`src/rtl/vram_write_arbiter_if.sv`:
```
// Requester/write-port bundle between the pixel producers and the VRAM write arbiter.
// The producer side is the master; the arbiter is the slave and drives gnt and the RAM write port.
interface vram_write_arbiter_if #(
  parameter int NREQ   = 3,
  parameter int ADDR_W = 15,
  parameter int DATA_W = 12
);
  logic [NREQ-1:0]        req;
  logic [NREQ*ADDR_W-1:0] req_addr;
  logic [NREQ*DATA_W-1:0] req_data;
  logic [NREQ-1:0]        gnt;
  logic                   wr_en;
  logic [ADDR_W-1:0]      wr_addr;
  logic [DATA_W-1:0]      wr_data;
  logic                   wr_cs_a;
  logic                   wr_cs_b;

  modport master (
    output req, req_addr, req_data,
    input  gnt, wr_en, wr_addr, wr_data, wr_cs_a, wr_cs_b
  );

  modport slave (
    input  req, req_addr, req_data,
    output gnt, wr_en, wr_addr, wr_data, wr_cs_a, wr_cs_b
  );
endinterface

```
`src/rtl/vram_write_arbiter.sv`:
```
// Round-robin write arbiter for the double-buffered strip VRAM, with a frame-aligned
// front/back swap sequencer that never lets a swap split an in-flight write.
module vram_write_arbiter #(
  parameter int NREQ   = 3,
  parameter int ADDR_W = 15,
  parameter int DATA_W = 12,
  parameter int DEPTH  = 20480
) (
  input  logic                 clk,
  input  logic                 reset_n,
  input  logic                 frame_tick,
  input  logic                 swap_req,
  vram_write_arbiter_if.slave  bus,
  output logic                 front_sel,
  output logic                 swap_done,
  output logic                 addr_err,
  output logic                 busy
);

  localparam int                PTR_W   = (NREQ > 2) ? 2 : 1;
  localparam logic [PTR_W:0]    NREQ_P  = (PTR_W + 1)'(NREQ);
  localparam logic [ADDR_W-1:0] DEPTH_P = ADDR_W'(DEPTH);

  typedef enum logic [1:0] {
    ST_IDLE    = 2'd0,
    ST_PENDING = 2'd1,
    ST_DRAIN   = 2'd2,
    ST_SWAP    = 2'd3
  } state_t;

  state_t              state_r, state_s;
  logic                carry_r, carry_s;
  logic                grant_ok_s;
  logic [PTR_W-1:0]    ptr_r;
  logic [PTR_W-1:0]    idx_s;
  logic [PTR_W-1:0]    gidx_s;
  logic                accept_s;
  logic [NREQ-1:0]     gnt_s;
  logic [ADDR_W-1:0]   addr_arr_s [NREQ];
  logic [DATA_W-1:0]   data_arr_s [NREQ];
  logic [ADDR_W-1:0]   sel_addr_s;
  logic [DATA_W-1:0]   sel_data_s;
  logic                legal_s;

  logic                wr_en_r;
  logic [ADDR_W-1:0]   wr_addr_r;
  logic [DATA_W-1:0]   wr_data_r;
  logic                wr_cs_a_r;
  logic                wr_cs_b_r;
  logic                front_sel_r;
  logic                toggled_r;
  logic                swap_done_r;
  logic                addr_err_r;

  function automatic logic [PTR_W-1:0] wrap_add(input logic [PTR_W-1:0] base,
                                                input logic [PTR_W:0]   off);
    logic [PTR_W:0] sum;
    sum = {1'b0, base} + off;
    if (sum >= NREQ_P) begin
      sum = sum - NREQ_P;
    end else begin
      sum = sum;
    end
    return sum[PTR_W-1:0];
  endfunction

  for (genvar g = 0; g < NREQ; g++) begin : g_unpack
    assign addr_arr_s[g] = bus.req_addr[g*ADDR_W +: ADDR_W];
    assign data_arr_s[g] = bus.req_data[g*DATA_W +: DATA_W];
  end

  // Swap sequencer state register
  always_ff @(posedge clk or negedge reset_n) begin
    if (!reset_n) begin
      state_r <= ST_IDLE;
      carry_r <= 1'b0;
    end else begin
      state_r <= state_s;
      carry_r <= carry_s;
    end
  end

  // Swap next-state; grants are blocked while the write port drains and the buffers flip
  always_comb begin
    state_s    = state_r;
    carry_s    = carry_r;
    grant_ok_s = 1'b0;
    case (state_r)
      ST_IDLE: begin
        grant_ok_s = reset_n;
        if (swap_req || carry_r) begin
          carry_s = 1'b0;
          state_s = frame_tick ? ST_DRAIN : ST_PENDING;
        end else begin
          state_s = ST_IDLE;
        end
      end
      ST_PENDING: begin
        grant_ok_s = reset_n;
        if (frame_tick) begin
          state_s = ST_DRAIN;
        end else begin
          state_s = ST_PENDING;
        end
      end
      ST_DRAIN: begin
        carry_s = carry_r | swap_req;
        state_s = ST_SWAP;
      end
      ST_SWAP: begin
        carry_s = carry_r | swap_req;
        state_s = ST_IDLE;
      end
      default: begin
        state_s = ST_IDLE;
        carry_s = 1'b0;
      end
    endcase
  end

  // Scanning from the far end down lets the lowest offset from ptr win
  always_comb begin
    gnt_s    = '0;
    gidx_s   = '0;
    idx_s    = '0;
    accept_s = 1'b0;
    if (grant_ok_s) begin
      for (int k = NREQ - 1; k >= 0; k--) begin
        idx_s    = wrap_add(ptr_r, k[PTR_W:0]);
        gidx_s   = bus.req[idx_s] ? idx_s : gidx_s;
        accept_s = accept_s | bus.req[idx_s];
      end
      gnt_s[gidx_s] = accept_s;
    end else begin
      gnt_s = '0;
    end
  end

  assign sel_addr_s = addr_arr_s[gidx_s];
  assign sel_data_s = data_arr_s[gidx_s];
  assign legal_s    = (sel_addr_s < DEPTH_P);

  // Round-robin priority pointer
  always_ff @(posedge clk or negedge reset_n) begin
    if (!reset_n) begin
      ptr_r <= '0;
    end else if (accept_s) begin
      ptr_r <= wrap_add(gidx_s, (PTR_W + 1)'(1'b1));
    end
  end

  // Write port register; illegal addresses are consumed but never strobed into RAM
  always_ff @(posedge clk or negedge reset_n) begin
    if (!reset_n) begin
      wr_en_r    <= 1'b0;
      wr_addr_r  <= '0;
      wr_data_r  <= '0;
      wr_cs_a_r  <= 1'b0;
      wr_cs_b_r  <= 1'b0;
      addr_err_r <= 1'b0;
    end else if (accept_s && legal_s) begin
      wr_en_r    <= 1'b1;
      wr_addr_r  <= sel_addr_s;
      wr_data_r  <= sel_data_s;
      wr_cs_a_r  <= front_sel_r;
      wr_cs_b_r  <= ~front_sel_r;
    end else begin
      wr_en_r    <= 1'b0;
      wr_cs_a_r  <= 1'b0;
      wr_cs_b_r  <= 1'b0;
      addr_err_r <= addr_err_r | accept_s;
    end
  end

  // Front buffer flips on leaving SWAP; the done pulse trails it by a cycle
  always_ff @(posedge clk or negedge reset_n) begin
    if (!reset_n) begin
      front_sel_r <= 1'b0;
      toggled_r   <= 1'b0;
      swap_done_r <= 1'b0;
    end else begin
      front_sel_r <= front_sel_r ^ (state_r == ST_SWAP);
      toggled_r   <= (state_r == ST_SWAP);
      swap_done_r <= toggled_r;
    end
  end

  assign bus.gnt     = gnt_s;
  assign bus.wr_en   = wr_en_r;
  assign bus.wr_addr = wr_addr_r;
  assign bus.wr_data = wr_data_r;
  assign bus.wr_cs_a = wr_cs_a_r;
  assign bus.wr_cs_b = wr_cs_b_r;
  assign front_sel   = front_sel_r;
  assign swap_done   = swap_done_r;
  assign addr_err    = addr_err_r;
  assign busy        = (state_r != ST_IDLE);

endmodule
```
`src/flat_wrapper.sv`:
```
// flat-port wrapper written by rule: the top's interface ports become plain ports
module vram_write_arbiter_flat 
#(
  parameter int NREQ   = 3,
  parameter int ADDR_W = 15,
  parameter int DATA_W = 12,
  parameter int DEPTH  = 20480
)
  (clk, reset_n, frame_tick, swap_req, front_sel, swap_done, addr_err, busy, bus_req, bus_req_addr, bus_req_data, bus_gnt, bus_wr_en, bus_wr_addr, bus_wr_data, bus_wr_cs_a, bus_wr_cs_b);
  vram_write_arbiter_if #(.NREQ(NREQ), .ADDR_W(ADDR_W), .DATA_W(DATA_W)) bus_i ();
  input  logic clk;
  input  logic reset_n;
  input  logic frame_tick;
  input  logic swap_req;
  output logic front_sel;
  output logic swap_done;
  output logic addr_err;
  output logic busy;
  input wire logic [$bits(bus_i.req)-1:0] bus_req;
  input wire logic [$bits(bus_i.req_addr)-1:0] bus_req_addr;
  input wire logic [$bits(bus_i.req_data)-1:0] bus_req_data;
  output wire logic [$bits(bus_i.gnt)-1:0] bus_gnt;
  output wire logic [$bits(bus_i.wr_en)-1:0] bus_wr_en;
  output wire logic [$bits(bus_i.wr_addr)-1:0] bus_wr_addr;
  output wire logic [$bits(bus_i.wr_data)-1:0] bus_wr_data;
  output wire logic [$bits(bus_i.wr_cs_a)-1:0] bus_wr_cs_a;
  output wire logic [$bits(bus_i.wr_cs_b)-1:0] bus_wr_cs_b;
  assign bus_i.req = bus_req;
  assign bus_i.req_addr = bus_req_addr;
  assign bus_i.req_data = bus_req_data;
  assign bus_gnt = bus_i.gnt;
  assign bus_wr_en = bus_i.wr_en;
  assign bus_wr_addr = bus_i.wr_addr;
  assign bus_wr_data = bus_i.wr_data;
  assign bus_wr_cs_a = bus_i.wr_cs_a;
  assign bus_wr_cs_b = bus_i.wr_cs_b;
  vram_write_arbiter #(.NREQ(NREQ), .ADDR_W(ADDR_W), .DATA_W(DATA_W), .DEPTH(DEPTH)) u_core (.clk(clk), .reset_n(reset_n), .frame_tick(frame_tick), .swap_req(swap_req), .bus(bus_i), .front_sel(front_sel), .swap_done(swap_done), .addr_err(addr_err), .busy(busy));
endmodule
```
`config.mk`:
```
export PLATFORM = sky130hd
export DESIGN_NAME = vram_write_arbiter_flat
export DESIGN_NICKNAME = d
export VERILOG_FILES = /design/src/rtl/vram_write_arbiter_if.sv /design/src/rtl/vram_write_arbiter.sv /design/src/flat_wrapper.sv
export SDC_FILE = /design/constraint.sdc
export NUM_CORES = 1
export LEC_CHECK = 0
export BUFFER_PORTS_ARGS = -buffer_cell sky130_fd_sc_hd__buf_2
export CORE_AREA = 8 8 98 100
export DETAILED_ROUTE_END_ITERATION = 8
export DIE_AREA = 0 0 106 108
export SKIP_CTS_REPAIR_TIMING = 1
export SYNTH_ARGS = -nofsm -noshare
export SYNTH_HDL_FRONTEND = slang
export SYNTH_SLANG_ARGS = --single-unit
```
`constraint.sdc`:
```
create_clock -name clk -period 5.59 [get_ports clk]
set_input_delay 0.8385 -clock clk [delete_from_list [all_inputs] [get_ports clk]]
set_output_delay 0.8385 -clock clk [all_outputs]
set_load 0.005 [all_outputs]
```
* Yosys cells after proc, flatten, opt, wreduce, memory -nomap -nowiden *
Cells that the tools add are included.

cells by class
  bitwise logic cells = 8
  $add $sub $neg = 7
  mux-type cells = 36
  order comparisons = 11
  eq/ne operators = 4
  reductions and logical operators = 9

operators with widths
  operator                number
  $bmux W15 S2            1
  $mux W15                2
  $mux W2                 13
  $bmux W12 S2            1
  $mux W12                2
  $lt A15 B15 Y1 const B  1
  $lt A2 B3 Y1 const B    4
  $mux W1                 10
  $ge A3 B2 Y1 const B    3
  $pmux W2 S4             1
  $sub A2 B2 Y2 const B   4
  $add A2 B1 Y3 const B   2
  $bmux W1 S2             3
  $eq A2 B2 Y1 const B    2
  $or A1 B1 Y1            4
  $reduce_bool A2 Y1      2
  $reduce_or A2 Y1        2
  $add A2 B2 Y3 const B   1
  $and A3 B3 Y3           1
  $ge A3 B3 Y1 const B    1
  $mux W3                 1
  $not A2 Y3              1
  $demux W1 S2            1
  $eq A2 B1 Y1 const B    1
  10 further kinds        11

word-level totals
  register bits = 39
  word-level logic and storage cells = 87
  output and inout port bits = 37
  bits of input ports = 88

* Logic depth before layout (Yosys ltp) *
  depth after elaboration = 17
  gate-level depth with buffers = 12
  gate-level depth less buffers = 10

* Worst setup path before layout *
Ideal clock, no wire load.

  kind = input-to-reg
  start = in bus_req[0]
  end = reg u_core.wr_addr_r[0], in the netlist u_core.bus.wr_addr[0]
  library setup time = 0.127 ns
  buffers on the path = 1
  stages = 9
  path slack = 2.419 ns
  data arrival time = 3.043 ns
  data required time = 5.463 ns
  path through = mux2_4 -> a222oi_1 -> a211oi_2 -> nand2_4 -> mux2i_1 -> o22a_2 -> o21ai_4 -> buf_6 -> mux2_1

between the ends
  longest elaborated chain between the ends = 12

ends and longest elaborated chain
  what                                          RTL line                                              source
  from (decl)                                   flat_wrapper.sv:19                                    input wire logic [$bits(bus_i.req)-1:0] bus_req;
  $bmux W1 S2                                   vram_write_arbiter.sv:130, vram_write_arbiter.sv:131
  $mux W1 (not written as such)                 vram_write_arbiter.sv:130, vram_write_arbiter.sv:131
  $mux W2 (3 in series)                         vram_write_arbiter.sv:130                             gidx_s = bus.req[idx_s] ? idx_s : gidx_s;
  $mux W2                                       vram_write_arbiter.sv:127                             if (grant_ok_s) begin
  $not A2 Y3 (not written as such)              vram_write_arbiter.sv:139                             assign sel_addr_s = addr_arr_s[gidx_s];
  $bmux W15 S2                                  vram_write_arbiter.sv:139
  $mux W15 (not written as such) (2 in series)  vram_write_arbiter.sv:139
  $lt A15 B15 Y1                                vram_write_arbiter.sv:141                             assign legal_s = (sel_addr_s < DEPTH_P);
  $logic_and A1 B1 Y1                           vram_write_arbiter.sv:161                             end else if (accept_s && legal_s) begin
  to (signal assigned)                          vram_write_arbiter.sv:163                             wr_addr_r <= sel_addr_s;
  to (decl)                                     vram_write_arbiter.sv:46                              logic [ADDR_W-1:0] wr_addr_r;

Several ways; a longest one is shown, not always the timed one. The select of a mux whose other input is x is not followed.
A chain may end at the register's enable or synchronous reset.

* Worst setup path after layout *
  start = reg u_core.ptr_r[1]
  end = reg u_core.wr_data_r[6], in the netlist u_core.bus.wr_data[6]

between the ends
  longest elaborated chain between the ends = 16

ends and longest elaborated chain
  what                                           RTL line                                              source
  from (decl)                                    vram_write_arbiter.sv:34                              logic [PTR_W-1:0] ptr_r;
  from (signal assigned)                         vram_write_arbiter.sv:148                             ptr_r <= wrap_add(gidx_s, (PTR_W + 1)'(1'b1));
  $add A2 B2 Y3                                  vram_write_arbiter.sv:58                              sum = {1'b0, base} + off;
  $ge A3 B2 Y1 or $sub A2 B2 Y2 (tied branches)  vram_write_arbiter.sv:59, vram_write_arbiter.sv:60
  $mux W2                                        vram_write_arbiter.sv:59                              if (sum >= NREQ_P) begin
  $mux W2                                        vram_write_arbiter.sv:127
  $bmux W1 S2                                    vram_write_arbiter.sv:130, vram_write_arbiter.sv:131
  $mux W1 (not written as such)                  vram_write_arbiter.sv:130, vram_write_arbiter.sv:131
  $mux W2 (3 in series)                          vram_write_arbiter.sv:130
  $mux W2                                        vram_write_arbiter.sv:127
  $not A2 Y3 (not written as such)               vram_write_arbiter.sv:139, vram_write_arbiter.sv:140
  $bmux W15 S2                                   vram_write_arbiter.sv:139
  $mux W15 (not written as such) (2 in series)   vram_write_arbiter.sv:139
  $lt A15 B15 Y1                                 vram_write_arbiter.sv:141
  $logic_and A1 B1 Y1                            vram_write_arbiter.sv:161
  to (signal assigned)                           vram_write_arbiter.sv:164                             wr_data_r <= sel_data_s;
  to (decl)                                      vram_write_arbiter.sv:47                              logic [DATA_W-1:0] wr_data_r;

Several ways; a longest one is shown, not always the timed one. The select of a mux whose other input is x is not followed.

==> flow_summary.ini <==
[setup_path]
r2r-end = u_core.bus.wr_data[6]$_DFFE_PN0P_
arrival_ns = 4.22
worstSetupStartpointType = flip-flop
critPathBufInv = 1
end_kind = flip-flop
critPathSlowestCell = o21ai_4
r2r_start = u_core.ptr_r[1]$_DFFE_PN0P_
rr_worst_depth = 10
cpPeakStageDelay_ns = 0.73
crit_family = compound AO/OA/AOI/OAI gates
worstSetupPathType = flip-flop to flip-flop
crit_fanout = 27
r2r_slack_ns = 1.54
crit_chain = inv_1 -> ha_1 -> mux2_4 -> a222oi_1 -> a211oi_2 -> nand2_4 -> mux2i_1 -> o22a_2 -> o21ai_4 -> mux2_2
cp.required_ns = 5.76

[power_and_ir_drop]
seqPwrFrac_pct = 34.6
power_density_mw_per_mm2 = 447.5
power.leakage_nw = 1.667
power_mw = 1.411
clkPwrFrac_pct = 17.0
ir_drop_v = 0.0001416
power_frac_comb_pct = 48.3
p_int_mw = 0.8879
power.switching_mw = 0.5231
swShare_pct = 37.07

[final_layout]
fin_nets = 447
final_layout_size_suffix_gt1_share_pct = 42.02
num_antenna_cells = 0
nFillCells = 810
seq_area_um2 = 975.9
syn_to_final_growth_pct = 35.05
utilization_pct = 39.16
instances_no_fill = 462
multi_input_area_mm2 = 0.001254

[clock_tree]
clock_path_buffers = 2
clk_pin_slew_ns = 0.08
cts-buffers-inserted = 5
cts_sinks = 39
root_buffer = clkbuf_8
clk_latency_ns = 0.29
cts_tree = done
htreeDepth = 2

[synthesis]
ys_warn_count = 0
synth_top_area_cell = dfrtp_1
ys_ff_latch = 39
synth_top_area_share_pct = 41.80
synthTopCellsByArea = dfrtp_1 42%, mux2i_1 12%, mux2_1 8.7%, o21ai_0 6.0%, nand2_1 4.5%
synth_nets = 327
yosysSeqAreaShare_pct = 41.80
async_flop_share_pct = 100.0
synth_flop_cell = dfrtp_1
synth_cells = 236
synth_edf_count = 0
ys_types = 40
syn-cell-area_mm2 = 0.002335
synth.avg_cell_area_um2 = 9.893

[global_route]
grt_usage_pct = 11.60
grt_pass1_vias = 2307
antenna_found_initial = 0
grt.overflow.total = 0
grt_max_degree = 51
grt_pass1_wl_um = 10880

[sta]
skew_ns = 0.007077
tns_ns = 0
setup-violations-final = 0
hold_viol = 0
setup_slack_ns = 1.540
relSlewSlack_pct = 40.99
worst_pin_slew_ns = 0.8817
fin_crit_sh_pct = 72.45
max_freq_mhz = 246.9
finalMaxSlewViolations = 0
rsz0062_at_grt = false
finalCriticalPeriod_ns = 4.050

[worst_hold_path]
hold_end = u_core.swap_done$_DFF_PN0_
min_path_cells = 0
hold_class = flip-flop to flip-flop
hp-start = u_core.toggled_r$_DFF_PN0_

[floorplanning]
fp.dieArea_mm2 = 0.01145
core_area_mm2 = 0.008051
initial_core_util_pct = 29.00
die_w_um = 106
io_pins = 125
dieHeight_um = 108
row_count = 33

[route]
via_count = 2122
route.detailed.drc = 0
wl_per_cell_um = 14.50
viasPerCell = 4.593
ant_nets = 0
drtIter0Drc = 75
drt_pre_antenna_iters = 4
wirelength_um = 6697

[placement]
place.gp.congestion = 0.8385
dp_slack_ns = 1.425
dp_hpwl_um = 5385
portBuffers = 124
place_inst = 454

[job]
drv_cap = 0

[outcome]
status = finished clean
## state kept, by name, indices dropped and copies added, names as in the netlist
register / cells
u_core.front_sel: 1
u_core.addr_err: 1
u_core.bus.wr_data: 12
u_core.bus.wr_cs_b: 1
u_core.ptr_r: 2
u_core.state_r: 2
u_core.swap_done: 1
u_core.bus.wr_cs_a: 1
u_core.toggled_r: 1
u_core.bus.wr_en: 1
u_core.bus.wr_addr: 15
u_core.carry_r: 1
## cells by family after synthesis
group | share of synthesized area, %
and+or+nand+nor | 12.86
muxes | 24.28
DFF | 41.80
adders and majority gates | 1.608
AOI/OAI and AO/OA | 14.58
xor gates and xnor gates | 0.3752
buffers and inverters | 4.501
## placed cells by master (no fill, tap or decap), types with 2 or more instances in the layout
cell | netlist | layout
a21oi_1 | 8 | 8
a31o_2 | 2 | 2
a31oi_1 | 4 | 4
and2_1 | 2 | 2
buf_2 | 3 | 124
buf_4 | 0 | 3
clkbuf_8 | 0 | 5
dfrtp_1 | 39 | 39
ha_1 | 3 | 3
inv_1 | 9 | 9
mux2_1 | 18 | 18
mux2_2 | 7 | 7
mux2i_1 | 27 | 27
nand2_1 | 28 | 28
nand2b_1 | 4 | 4
nand3_1 | 2 | 2
nor2_1 | 14 | 14
nor2b_1 | 4 | 4
o211a_1 | 2 | 2
o21ai_0 | 28 | 28
o32ai_1 | 2 | 2
## Yosys cell counts, drive strengths merged, types with 5 or more instances
library cell and count:
dfrtp 39, nand2 29, o21ai 29, mux2i 27, mux2 26, nor2 14
clkbuf 9, inv 9, a21oi 8, buf 5
## area by class of cell
class                      instances  area share (%)
multi-input combinational        174           39.76
sequential                        39           30.95
timing repair buffer             127           20.40
tap                              105           4.167
clock buffer                       5           2.183
clock inverter                     3           1.468
inverter                           9           1.071
## worst reg2reg max path: cells and delay by family, from the launching register on
kind / cells / cell delay, ns
AOI/OAI and AO/OA: 4 / 1.77
muxes: 3 / 0.92
and+or+nand+nor: 1 / 0.42
DFF: 1 / 0.41
adders and majority gates: 1 / 0.35
buffers and inverters: 1 / 0.08
## metal layers
metal | global-route usage (%) | part of all wire (%)
met3 | 4.283 | 7.4
met4 | 3.116 | 1.1
met5 | 0 | 0
met2 | 20.24 | 49
met1 | 13.09 | 43
## per-stage QoR
step | cell area, um^2 | hold WS [ns]
after detailed placement | 3038 | 0.3379
after CTS | 3153 | 0.3574
after floorplan | 2335 | 0.3312
after global routing | 3153 | 0.3750
final | 3153 | 0.3547
after global placement | 3038 | 0.3345
## power groups by stage
stage	sequential [mW]	clock, mW	combinational [mW]
after global placement	0.490	0	0.682
after CTS	0.491	0.249	0.699
after floorplan	0.499	0	0.434
after global routing	0.508	0.260	0.764
after detailed placement	0.494	0	0.699
final	0.489	0.240	0.682
## worst max path at each step
stage | start | to | cells after the start
4_1_cts | u_core.ptr_r[1]$_DFFE_PN0P_ | u_core.bus.wr_data[6]$_DFFE_PN0P_ | 10
5_1_grt | u_core.ptr_r[1]$_DFFE_PN0P_ | u_core.bus.wr_data[6]$_DFFE_PN0P_ | 10
3_3_place_gp | bus_req[2] | u_core.bus.wr_data[2]$_DFFE_PN0P_ | 9
2_1_floorplan | bus_req[0] | u_core.bus.wr_addr[0]$_DFFE_PN0P_ | 9
6_report | u_core.ptr_r[1]$_DFFE_PN0P_ | u_core.bus.wr_data[6]$_DFFE_PN0P_ | 10
3_5_place_dp | bus_req[2] | u_core.bus.wr_data[0]$_DFFE_PN0P_ | 9
(Power assumes the default switching activity.)
